$ cat src/rtl/vcve2_agu_mc.sv
// Multi-channel VRF address generator: per-channel register groups,
// start offsets, wrap-around sequencing and misaligned-group detection.
module vcve2_agu_mc #(
  parameter int unsigned AddrWidth = 32,
  parameter int unsigned NumCh = 3,
  parameter int unsigned VregBytes = 16,
  parameter int unsigned WordBytes = 4,
  parameter logic [AddrWidth-1:0] VrfBaseAddr = 32'h0000_1000,
  localparam int unsigned SelW = (NumCh > 1) ? $clog2(NumCh) : 1
) (
  input  logic                 clk_i,
  input  logic                 rst_i,
  input  logic                 load_i,
  input  logic [NumCh*5-1:0]   vreg_idx_i,
  input  logic [1:0]           lmul_i,
  input  logic [NumCh-1:0]     offset_en_i,
  input  logic [NumCh-1:0]     wrap_en_i,
  input  logic [AddrWidth-1:0] offset_i,
  input  logic [SelW-1:0]      sel_i,
  input  logic                 req_i,
  output logic [AddrWidth-1:0] addr_o,
  output logic                 addr_valid_o,
  output logic                 last_o,
  output logic [NumCh-1:0]     ch_done_o,
  output logic                 illegal_o
);

  localparam int unsigned W  = VregBytes / WordBytes;
  localparam int unsigned PW = $clog2(8 * W);
  localparam int unsigned CW = PW + 1;
  localparam int unsigned OB = $clog2(WordBytes);
  localparam int unsigned RB = $clog2(VregBytes);

  logic [AddrWidth-1:0] base_q [NumCh];
  logic [PW-1:0]        ptr_q  [NumCh];
  logic [CW-1:0]        cnt_q  [NumCh];
  logic [NumCh-1:0]     wrap_q;
  logic [NumCh-1:0]     done_q;
  logic                 illegal_q;
  logic [CW-1:0]        gw_q;

  logic [CW-1:0]        gw_ld;
  logic [AddrWidth-1:0] slot;
  logic                 slot_big;
  logic [4:0]           gmask;
  logic                 bad;
  logic [AddrWidth-1:0] base_ld [NumCh];
  logic [PW-1:0]        ptr_ld  [NumCh];
  logic [CW-1:0]        cnt_ld  [NumCh];
  logic [NumCh-1:0]     skip_ld;

  assign gw_ld    = CW'(W) << lmul_i;
  assign slot     = offset_i >> OB;
  assign slot_big = slot >= AddrWidth'(gw_ld);
  assign gmask    = ~(5'h1f << lmul_i);

  // Load-time values for every channel, committed together on load_i.
  always_comb begin
    bad     = 1'b0;
    base_ld = '{default: '0};
    ptr_ld  = '{default: '0};
    cnt_ld  = '{default: '0};
    skip_ld = '0;
    for (int k = 0; k < NumCh; k++) begin
      bad = bad | (|(vreg_idx_i[5*k +: 5] & gmask));
      base_ld[k] = VrfBaseAddr
                 + (AddrWidth'(vreg_idx_i[5*k +: 5]) << RB);
      ptr_ld[k]  = offset_en_i[k] ? slot[PW-1:0] : '0;
      skip_ld[k] = offset_en_i[k] & slot_big;
      if (skip_ld[k])
        cnt_ld[k] = '0;
      else if (wrap_en_i[k])
        cnt_ld[k] = gw_ld;
      else
        cnt_ld[k] = gw_ld - CW'(ptr_ld[k]);
    end
  end

  logic            sel_ok;
  logic [SelW-1:0] si;
  logic            valid;
  logic [CW-1:0]   ptr_nx;

  assign sel_ok = 32'(sel_i) < NumCh;
  assign si     = sel_ok ? sel_i : '0;
  assign valid  = req_i & sel_ok & ~done_q[si] & ~load_i & ~rst_i;
  assign ptr_nx = {1'b0, ptr_q[si]} + CW'(1);

  assign addr_valid_o = valid;
  assign addr_o = valid ? base_q[si] + (AddrWidth'(ptr_q[si]) << OB)
                        : '0;
  assign last_o    = valid & (cnt_q[si] == CW'(1));
  assign ch_done_o = done_q;
  assign illegal_o = illegal_q;

  always_ff @(posedge clk_i) begin
    if (rst_i) begin
      for (int k = 0; k < NumCh; k++) begin
        base_q[k] <= '0;
        ptr_q[k]  <= '0;
        cnt_q[k]  <= '0;
      end
      wrap_q    <= '0;
      done_q    <= '1;
      illegal_q <= 1'b0;
      gw_q      <= '0;
    end else if (load_i) begin
      for (int k = 0; k < NumCh; k++) begin
        base_q[k] <= base_ld[k];
        ptr_q[k]  <= ptr_ld[k];
        cnt_q[k]  <= cnt_ld[k];
        wrap_q[k] <= wrap_en_i[k];
        done_q[k] <= bad | skip_ld[k];
      end
      illegal_q <= bad;
      gw_q      <= gw_ld;
    end else if (valid) begin
      cnt_q[si] <= cnt_q[si] - CW'(1);
      if (cnt_q[si] == CW'(1))
        done_q[si] <= 1'b1;
      // Non-wrap channels hold ptr at the group end; they are done there.
      if (ptr_nx != gw_q)
        ptr_q[si] <= ptr_nx[PW-1:0];
      else if (wrap_q[si])
        ptr_q[si] <= '0;
    end
  end

endmodule
$ cat config.mk
export PLATFORM = sky130hd
export DESIGN_NAME = vcve2_agu_mc
export DESIGN_NICKNAME = d
export VERILOG_FILES = /design/src/rtl/vcve2_agu_mc.sv
export SDC_FILE = /design/constraint.sdc
export NUM_CORES = 1
export LEC_CHECK = 0
export ABC_AREA = 1
export BUFFER_PORTS_ARGS = -buffer_cell sky130_fd_sc_hd__buf_4
export CAP_MARGIN = 25
export CORE_ASPECT_RATIO = 1.4
export CORE_MARGIN = 5
export CORE_UTILIZATION = 30
export CTS_CLUSTER_DIAMETER = 80
export DETAILED_ROUTE_END_ITERATION = 10
export PLACE_DENSITY = 0.56
export SETUP_SLACK_MARGIN = 0.05
export SYNTH_ARGS = -nofsm -noshare
export SYNTH_HDL_FRONTEND = slang
export SYNTH_SLANG_ARGS = --single-unit
$ cat constraint.sdc
create_clock -name clk_i -period 4.6 [get_ports clk_i]
set_clock_uncertainty 0.15 [all_clocks]
set_input_delay 0.69 -clock clk_i [delete_from_list [all_inputs] [get_ports clk_i]]
set_output_delay 0.69 -clock clk_i [all_outputs]
set_load 0.02 [all_outputs]
==> impl_metrics.env, run 1 <==
export IMPL_utilization=0.361
export IMPL_seq_area_frac_synth=0.398
export IMPL_muxShareOfSynthArea=0
export IMPL_startpoint_type="primary input"
export IMPL_worstSetupEndpointType="primary output"
export IMPL_drc=0
export IMPL_crit_fanout=13
export IMPL_setup_viol=0
export IMPL_fin_setup_tns_ns=0
export IMPL_nets=802
export IMPL_routed_wl_um=14600
export IMPL_dominantRegCellSynth="edfxtp_1"
export IMPL_max_cap_violations=0
export IMPL_htree_levels=3
export IMPL_critPathArrivalTime_ns=3.02
export IMPL_dr_pass1_iters=5
export IMPL_relSlewSlack=0.504
export IMPL_ys_warn_count=0
export IMPL_grt_pass1_vias=4415
export IMPL_wl_per_cell_um=15.9
export IMPL_path_clk_slew_ns=0.05
export IMPL_track_usage=0.151
export IMPL_yosysMostFrequentCell="nand2_1"
export IMPL_numPortBuffers=73
export IMPL_min_path_type="reg -> reg"
export IMPL_nFillCells=1750
export IMPL_syn_area_per_cell_um2=7.92
export IMPL_yosys_top_cells_area="edfxtp_1 (35%), nand2_1 (10%), ha_1 (6.9%), inv_1 (5.5%), nor2_1 (5.1%)"
export IMPL_synth_simple_area_share=0.273
export IMPL_drtIter0Drc=252
export IMPL_hold_start="wrap_q[1]$_SDFFE_PP0P_"
export IMPL_status="complete, no violations"
export IMPL_clock_sinks=71
export IMPL_rsz0062_at_grt="false"
export IMPL_regArea_um2=2020
export IMPL_synthDistinctLibCells=46
export IMPL_drive_gt1_frac=0.191
export IMPL_multi_input_area_um2=2510
export IMPL_required_ns=3.76
export IMPL_worstSetupPathType="in -> out"
export IMPL_finalMaxSlewViolations=0
export IMPL_crit_path_max_incr_delay_ns=0.38
export IMPL_coreArea_um2=16700
export IMPL_antenna_found_initial=0
export IMPL_period_minus_slack_ns=3.86
export IMPL_grt_max_degree=32
export IMPL_max_slew_worst_pin_slew_ns=0.743
export IMPL_syn_inst=641
export IMPL_yosys_top_cells_count="nand2_1 (136), inv_1 (74), nor2_1 (69)"
export IMPL_drt_vias_per_instance=4.85
export IMPL_p_leak_nw=2.79
export IMPL_die_x_um=120
export IMPL_synth_top_area_frac=0.355
export IMPL_grt_pass1_wl_um=22500
export IMPL_antenna_left=0
export IMPL_max_freq_mhz=259
export IMPL_crit_start="sel_i[0]"
export IMPL_synthAdderAreaFrac=0.0729
export IMPL_cts_tree="yes"
export IMPL_yosysTopAreaCell="edfxtp_1"
export IMPL_io_pins=99
export IMPL_worstPathCellList="buf_4, inv_1, ha_1, inv_1, o21ai_0, o21ai_0, ha_1, a21oi_1, inv_1, a31oi_1, o21ai_0, a21oi_1, buf_4"
export IMPL_numCtsBuffers=9
export IMPL_synth_top_family_by_area="simple AND/OR/NAND/NOR gates"
export IMPL_vias=4459
export IMPL_die_h_um=164
export IMPL_ys_async_sr_fraction=0
export IMPL_cts_buffer_depth=2
export IMPL_r2r_start="ptr_q[3][1]$_DFFE_PP_"
export IMPL_gp_congestion=0.849
export IMPL_cts_setup_buffers=0
export IMPL_ys_ff_latch=71
export IMPL_power_density_nw_per_um2=306
export IMPL_rows=56
export IMPL_grt_ovfl_total=0
export IMPL_cts_resized_gates=0
export IMPL_syn_to_final_growth_pct=18.4
export IMPL_synth_xor_xnor_area_share=0.0185
export IMPL_min_period_over_period=0.839
export IMPL_syn_area_um2=5080
export IMPL_dp_hpwl_um=11600
export IMPL_cp_slowest_cell="inv_1"
export IMPL_synth_edff_count=60
export IMPL_start_util=0.304
export IMPL_n_antenna_cell=0
export IMPL_hold_viol_final=0
export IMPL_max_vdd_ir_drop_mv=0.150
export IMPL_worstSkewPairLatency_ns=0.34
export IMPL_die_area_um2=19700
export IMPL_cts_hold_buf=0
export IMPL_synth_compound_area_share=0.113
export IMPL_cts_root_buf="clkbuf_16"
==> kinds of logic after synthesis <==
logic type,count (synthesis)
AO/OA/AOI/OAI,98
XOR/XNOR,9
adder cells (fa/ha/maj),29
buffers and inverters,128
flip-flops,71
other,1
AND/OR/NAND/NOR,305
==> cell usage in the layout, fill, tap and decap left out, types with 3 or more instances in the layout <==
cell	count
nand2_1	136
a31oi_1	3
clkbuf_16	9
xnor2_1	4
edfxtp_1	60
and2_1	4
inv_2	10
nor2_2	3
nor2_4	5
o22ai_1	12
o21ai_2	3
nor4_1	7
xor2_1	3
clkinv_2	3
o21ai_0	41
nand4_1	19
ha_1	28
nand3_1	46
dfxtp_1	11
nor2_1	69
buf_4	81
nand2_2	8
a21oi_1	18
inv_1	74
o21ai_1	10
conb_1	23
==> sequential cells by signal (all words and copies together) (netlist names) <==
name,cells
ch_done_o,3
gw_q,4
ptr_q,20
illegal_o,1
base_q,16
cnt_q,24
wrap_q,3
==> report_power, final <==
part           internal [W]  total, W  switching [W]
clock              0.000434  0.000697       0.000263
combinational      0.000137  0.000389       0.000251
sequential         0.000741  0.000754      0.0000125
total               0.00131   0.00184       0.000527
==> worst max-delay path, delay by kind of cell <==
kind | cells | cell delay (ns)
AO/OA/AOI/OAI | 6 | 1.05
buffers and inverters | 5 | 0.74
adder cells (fa/ha/maj) | 2 | 0.52
==> final cells by class <==
cell class                      count  area share
Timing Repair Buffer               81       0.101
Tap cell                          203      0.0422
Clock inverter                      5     0.00936
Multi-Input combinational cell    464       0.417
Inverter                           85      0.0533
Clock buffer                       11      0.0404
Sequential cell                    71       0.336
==> metrics by stage <==
| step | cells | instance area [um^2] | setup slack [ns] | hold WS (ns) | total power (W) |
|---|---|---|---|---|---|
| 2_1_floorplan | 663 | 5160 | 0.889 | 0.273 | 0.00104 |
| 3_3_place_gp | 904 | 5710 | 0.734 | 0.303 | 0.00115 |
| 3_5_place_dp | 904 | 5710 | 0.684 | 0.310 | 0.00116 |
| 4_1_cts | 920 | 6010 | 0.685 | 0.326 | 0.00186 |
| 5_1_grt | 920 | 6010 | 0.422 | 0.371 | 0.00193 |
| 6_report | 920 | 6010 | 0.740 | 0.333 | 0.00184 |
==> path summary, 6_finish.rpt <==
| path | slack, ns | cells past startpoint | to |
|---|---|---|---|
| worst max-delay path | 0.74 | 13 | addr_o[7] |
| worst min-delay path | 0.33 | 2 | wrap_q[1]$_SDFFE_PP0P_ |
| worst max register to register | 2.05 | 15 | ptr_q[1][4]$_DFFE_PP_ |
| worst min register to register | 0.33 | 2 | wrap_q[1]$_SDFFE_PP0P_ |
==> routing by layer <==
layer,global-route usage,routed length [um],vias up
li1,-,-,2240
met1,0.167,5740,2051
met2,0.282,7790,141
met3,0.0196,601,27
met4,0.0724,486,0
met5,0,0,-
Note: power is estimated with default switching activity, not from simulation.
==> run 2, diff against run 1 <==
==> constraint.sdc (replaced) <==
create_clock -name clk_i -period 3.99 [get_ports clk_i]
set_clock_uncertainty 0.15 [all_clocks]
set_input_delay 0.5985 -clock clk_i [delete_from_list [all_inputs] [get_ports clk_i]]
set_output_delay 0.5985 -clock clk_i [all_outputs]
set_load 0.02 [all_outputs]
==> impl_metrics.env, run 2 (synthesized netlist as in run 1, its figures left out) <==
export IMPL_startpoint_type="primary input"
export IMPL_worstSetupEndpointType="primary output"
export IMPL_crit_path_max_incr_delay_ns=0.36
export IMPL_worst_slack_ns=0.302
export IMPL_crit_fanout=13
export IMPL_critPathArrivalTime_ns=2.94
export IMPL_drtIter0Drc=270
export IMPL_r2r_worst_path_cells=15
export IMPL_routed_wl_um=14600
export IMPL_multi_input_area_um2=2510
export IMPL_hold_start="wrap_q[1]$_SDFFE_PP0P_"
export IMPL_layout_commonest_cell="nand2_1"
export IMPL_pre_cts_ws_ns=0.282
export IMPL_start_util=0.304
export IMPL_coreArea_um2=16700
export IMPL_dp_hpwl_um=11700
export IMPL_cts_setup_buffers=0
export IMPL_min_path_type="reg -> reg"
export IMPL_timing_hold_ws_ns=0.317
export IMPL_syn_to_final_growth_pct=19.7
export IMPL_wl_per_cell_um=15.9
export IMPL_setup_viol=0
export IMPL_min_path_cells=2
export IMPL_regMostFlops="cnt_q"
export IMPL_regArea_um2=2020
export IMPL_min_period_over_period=0.924
export IMPL_status="complete, no violations"
export IMPL_reg_top3="cnt_q: 24 flops, ptr_q: 20 flops, base_q: 16 flops"
export IMPL_finalMaxSlewViolations=0
export IMPL_clock_sinks=71
export IMPL_largest_reg_flops=24
export IMPL_fin_setup_tns_ns=0
export IMPL_die_area_um2=19700
export IMPL_relSlewSlack=0.487
export IMPL_cts_buffer_depth=2
export IMPL_drive_gt1_frac=0.193
export IMPL_utilization=0.364
export IMPL_nets=804
export IMPL_antenna_found_initial=0
export IMPL_drc=0
export IMPL_max_slew_worst_pin_slew_ns=0.768
export IMPL_nFillCells=1777
export IMPL_grt_pass1_wl_um=22600
export IMPL_required_ns=3.24
export IMPL_grt_pass1_vias=4419
export IMPL_worstSkewPairLatency_ns=0.34
export IMPL_crit_start="sel_i[0]"
export IMPL_drt_vias_per_instance=4.83
export IMPL_cp_slowest_cell="inv_1"
export IMPL_max_freq_mhz=271
export IMPL_antenna_left=0
export IMPL_io_pins=99
export IMPL_final_cell_mix="nand2_1 (136), buf_4 (83), inv_1 (74)"
export IMPL_power_density_nw_per_um2=372
export IMPL_die_x_um=120
export IMPL_max_cap_violations=0
export IMPL_numCtsBuffers=9
export IMPL_die_h_um=164
export IMPL_max_vdd_ir_drop_mv=0.179
export IMPL_htree_levels=3
export IMPL_grt_ovfl_total=0
export IMPL_cts_hold_buf=0
export IMPL_rsz0062_at_grt="false"
export IMPL_grt_max_degree=24
export IMPL_hold_viol_final=0
export IMPL_p_leak_nw=2.82
export IMPL_numPortBuffers=73
export IMPL_cts_resized_gates=0
export IMPL_cts_root_buf="clkbuf_16"
export IMPL_worstPathCellList="buf_4, inv_1, ha_1, inv_1, o21ai_0, o21ai_0, ha_1, a21oi_1, inv_1, a31oi_1, o21ai_0, a21oi_1, buf_4"
export IMPL_vias=4457
export IMPL_cts_tree="yes"
export IMPL_track_usage=0.149
export IMPL_gp_congestion=0.869
export IMPL_rows=56
export IMPL_path_clk_slew_ns=0.06
export IMPL_worstSetupPathType="in -> out"
export IMPL_dr_pass1_iters=4
export IMPL_period_minus_slack_ns=3.69
export IMPL_n_antenna_cell=0
export IMPL_r2r_start="ptr_q[1][1]$_DFFE_PP_"
[run 2: power by group]
part	total [W]	switching [W]	leakage [nW]	internal, W
Clock	0.000938	0.000309	0.166	0.000629
Sequential	0.000870	0.0000154	0.728	0.000854
Combinational	0.000454	0.000295	1.93	0.000160
[run 2: cell type report]
cell class,count,area share
clock buffer,11,0.0399
sequential,71,0.333
tap,203,0.0418
timing repair buffer,83,0.103
multi-input combinational,464,0.413
inverter,85,0.0527
clock inverter,5,0.0175
[run 2: stage by stage]
step,power [W],cell area (um^2),std cells
finish,0.00226,6080,922
global route,0.00235,6080,922
CTS,0.00227,6080,922
detailed placement,0.00134,5730,906
global placement,0.00134,5730,906
floorplan,0.00120,5160,663
[run 2: layer usage]
| layer | part of all wire | global-route usage | vias to the layer above | wire (um) |
|---|---|---|---|---|
| li1 | - | - | 2241 | - |
| met1 | 0.40 | 0.166 | 2073 | 5780 |
| met2 | 0.53 | 0.279 | 119 | 7810 |
| met3 | 0.038 | 0.0179 | 24 | 557 |
| met4 | 0.033 | 0.0683 | 0 | 488 |
| met5 | 0 | 0 | - | 0 |
[run 2: path summary, 6_finish.rpt]
kind                                 end  slack [ns]
hold / removal    wrap_q[1]$_SDFFE_PP0P_        0.32
setup / recovery               addr_o[7]        0.30
setup reg to reg   ptr_q[0][4]$_DFFE_PP_        1.51
hold reg to reg   wrap_q[1]$_SDFFE_PP0P_        0.32
[run 2: critical path: cells and delay by family]
| kind | cells | cell delay, ns |
|---|---|---|
| fa+ha+maj | 2 | 0.53 |
| buf+inv | 5 | 0.72 |
| compound gates | 6 | 1.07 |
==> run 3, diff against run 2 <==
--- a/config.mk
+++ b/config.mk
@@ -11,6 +11,7 @@
 export CORE_ASPECT_RATIO = 1.4
 export CORE_MARGIN = 5
 export CORE_UTILIZATION = 30
+export CTS_BUF_LIST = sky130_fd_sc_hd__clkbuf_4 sky130_fd_sc_hd__clkbuf_8
 export CTS_CLUSTER_DIAMETER = 80
 export DETAILED_ROUTE_END_ITERATION = 10
 export PLACE_DENSITY = 0.56
==> impl_metrics.env, run 3 (synthesized netlist as in run 1, its figures left out) <==
export IMPL_total_power_w=0.00204
export IMPL_regMostFlops="cnt_q"
export IMPL_max_freq_mhz=270
export IMPL_min_path_cells=2
export IMPL_min_period_over_period=0.929
export IMPL_drt_vias_per_instance=4.82
export IMPL_r2r_start="ptr_q[1][1]$_DFFE_PP_"
export IMPL_drive_gt1_frac=0.195
export IMPL_dp_hpwl_um=11700
export IMPL_cts_buffer_depth=2
export IMPL_crit_fanout=13
export IMPL_cts_setup_buffers=0
export IMPL_r2r_end="ptr_q[0][3]$_DFFE_PP_"
export IMPL_cts_root_buf="clkbuf_8"
export IMPL_reg_top3="cnt_q: 24 flops, ptr_q: 20 flops, base_q: 16 flops"
export IMPL_gp_congestion=0.869
export IMPL_dp_cells=906
export IMPL_utilization=0.359
export IMPL_numPortBuffers=73
export IMPL_track_usage=0.148
export IMPL_largest_reg_flops=24
export IMPL_pre_cts_ws_ns=0.282
export IMPL_antenna_left=0
export IMPL_drtIter0Drc=238
export IMPL_antenna_found_initial=0
export IMPL_cts_resized_gates=0
export IMPL_hold_start="wrap_q[1]$_SDFFE_PP0P_"
export IMPL_rsz0062_at_grt="false"
export IMPL_dr_pass1_iters=5
export IMPL_r2r_slack_ns=1.49
export IMPL_die_h_um=164
export IMPL_period_minus_slack_ns=3.71
export IMPL_routed_wl_um=14500
export IMPL_layout_commonest_cell="nand2_1"
export IMPL_r2r_worst_path_cells=15
export IMPL_die_area_um2=19700
export IMPL_power_density_nw_per_um2=341
export IMPL_grt_ovfl_total=0
export IMPL_worstSkewPairLatency_ns=0.35
export IMPL_cts_hold_buf=0
export IMPL_rows=56
export IMPL_coreArea_um2=16700
export IMPL_status="complete, no violations"
export IMPL_critPathArrivalTime_ns=2.96
export IMPL_hold_viol_final=0
export IMPL_n_antenna_cell=0
export IMPL_fin_setup_tns_ns=0
export IMPL_hold_end="wrap_q[1]$_SDFFE_PP0P_"
export IMPL_numCtsBuffers=9
export IMPL_start_util=0.304
export IMPL_finalMaxSlewViolations=0
export IMPL_grt_max_degree=24
export IMPL_startpoint_type="primary input"
export IMPL_worst_slack_ns=0.284
export IMPL_grt_pass1_wl_um=22500
export IMPL_syn_to_final_growth_pct=17.8
export IMPL_min_path_type="reg -> reg"
export IMPL_path_clk_slew_ns=0.08
export IMPL_p_leak_nw=2.78
export IMPL_worstSetupPathType="in -> out"
export IMPL_htree_levels=3
export IMPL_vias=4446
export IMPL_final_cell_mix="nand2_1 (136), buf_4 (83), inv_1 (74)"
export IMPL_cts_tree="yes"
export IMPL_clock_sinks=71
export IMPL_io_pins=99
export IMPL_worstSetupEndpointType="primary output"
export IMPL_fin_cells=922
export IMPL_relSlewSlack=0.481
export IMPL_nets=804
export IMPL_drc=0
export IMPL_wl_per_cell_um=15.7
export IMPL_setup_viol=0
export IMPL_required_ns=3.24
export IMPL_max_slew_worst_pin_slew_ns=0.777
export IMPL_max_vdd_ir_drop_mv=0.142
export IMPL_grt_pass1_vias=4438
export IMPL_max_cap_violations=0
export IMPL_die_x_um=120
-- run 3: how the worst max path moves through the flow --
| stage | start | end | slack, ns | depth (start not counted) |
|---|---|---|---|---|
| finish | sel_i[0] | addr_o[7] | 0.28 | 13 |
| global route | sel_i[0] | addr_o[7] | 0.08 | 13 |
| CTS | sel_i[0] | addr_o[7] | 0.28 | 13 |
| detailed placement | sel_i[0] | addr_o[7] | 0.28 | 13 |
| global placement | sel_i[0] | addr_o[7] | 0.34 | 13 |
| floorplan | sel_i[0] | addr_o[9] | 0.46 | 11 |
-- run 3: through the flow --
step / area (um^2) / hold slack [ns]
floorplan: 5160 / 0.273
global placement: 5730 / 0.300
detailed placement: 5730 / 0.300
CTS: 5980 / 0.319
global route: 5980 / 0.375
finish: 5980 / 0.317
-- run 3: area by class of cell --
cell class | instances | area (um^2)
clock inverter | 5 | 106
sequential | 71 | 2020
timing repair buffer | 83 | 623
inverter | 85 | 320
multi-input combinational | 464 | 2510
tap | 203 | 254
fill | 1781 | 10700
clock buffer | 11 | 145
-- run 3: routing by layer --
layer	routed length (um)	track usage	vias up
li1	-	-	2238
met1	5670	0.164	2066
met2	7780	0.281	121
met3	608	0.0214	21
met4	451	0.0620	0
met5	0	0	-
-- run 3: critical path: stages --
cell	delay, ns
buf_4	0.10
inv_1	0.05
ha_1	0.20
inv_1	0.35
o21ai_0	0.14
o21ai_0	0.31
ha_1	0.33
a21oi_1	0.16
inv_1	0.05
a31oi_1	0.23
o21ai_0	0.12
a21oi_1	0.14
buf_4	0.16
-- run 3: where the power goes --
part           internal [W]  switching, W  total [W]
logic              0.000160      0.000295   0.000455
clock network      0.000441      0.000275   0.000715
registers          0.000853     0.0000150   0.000868
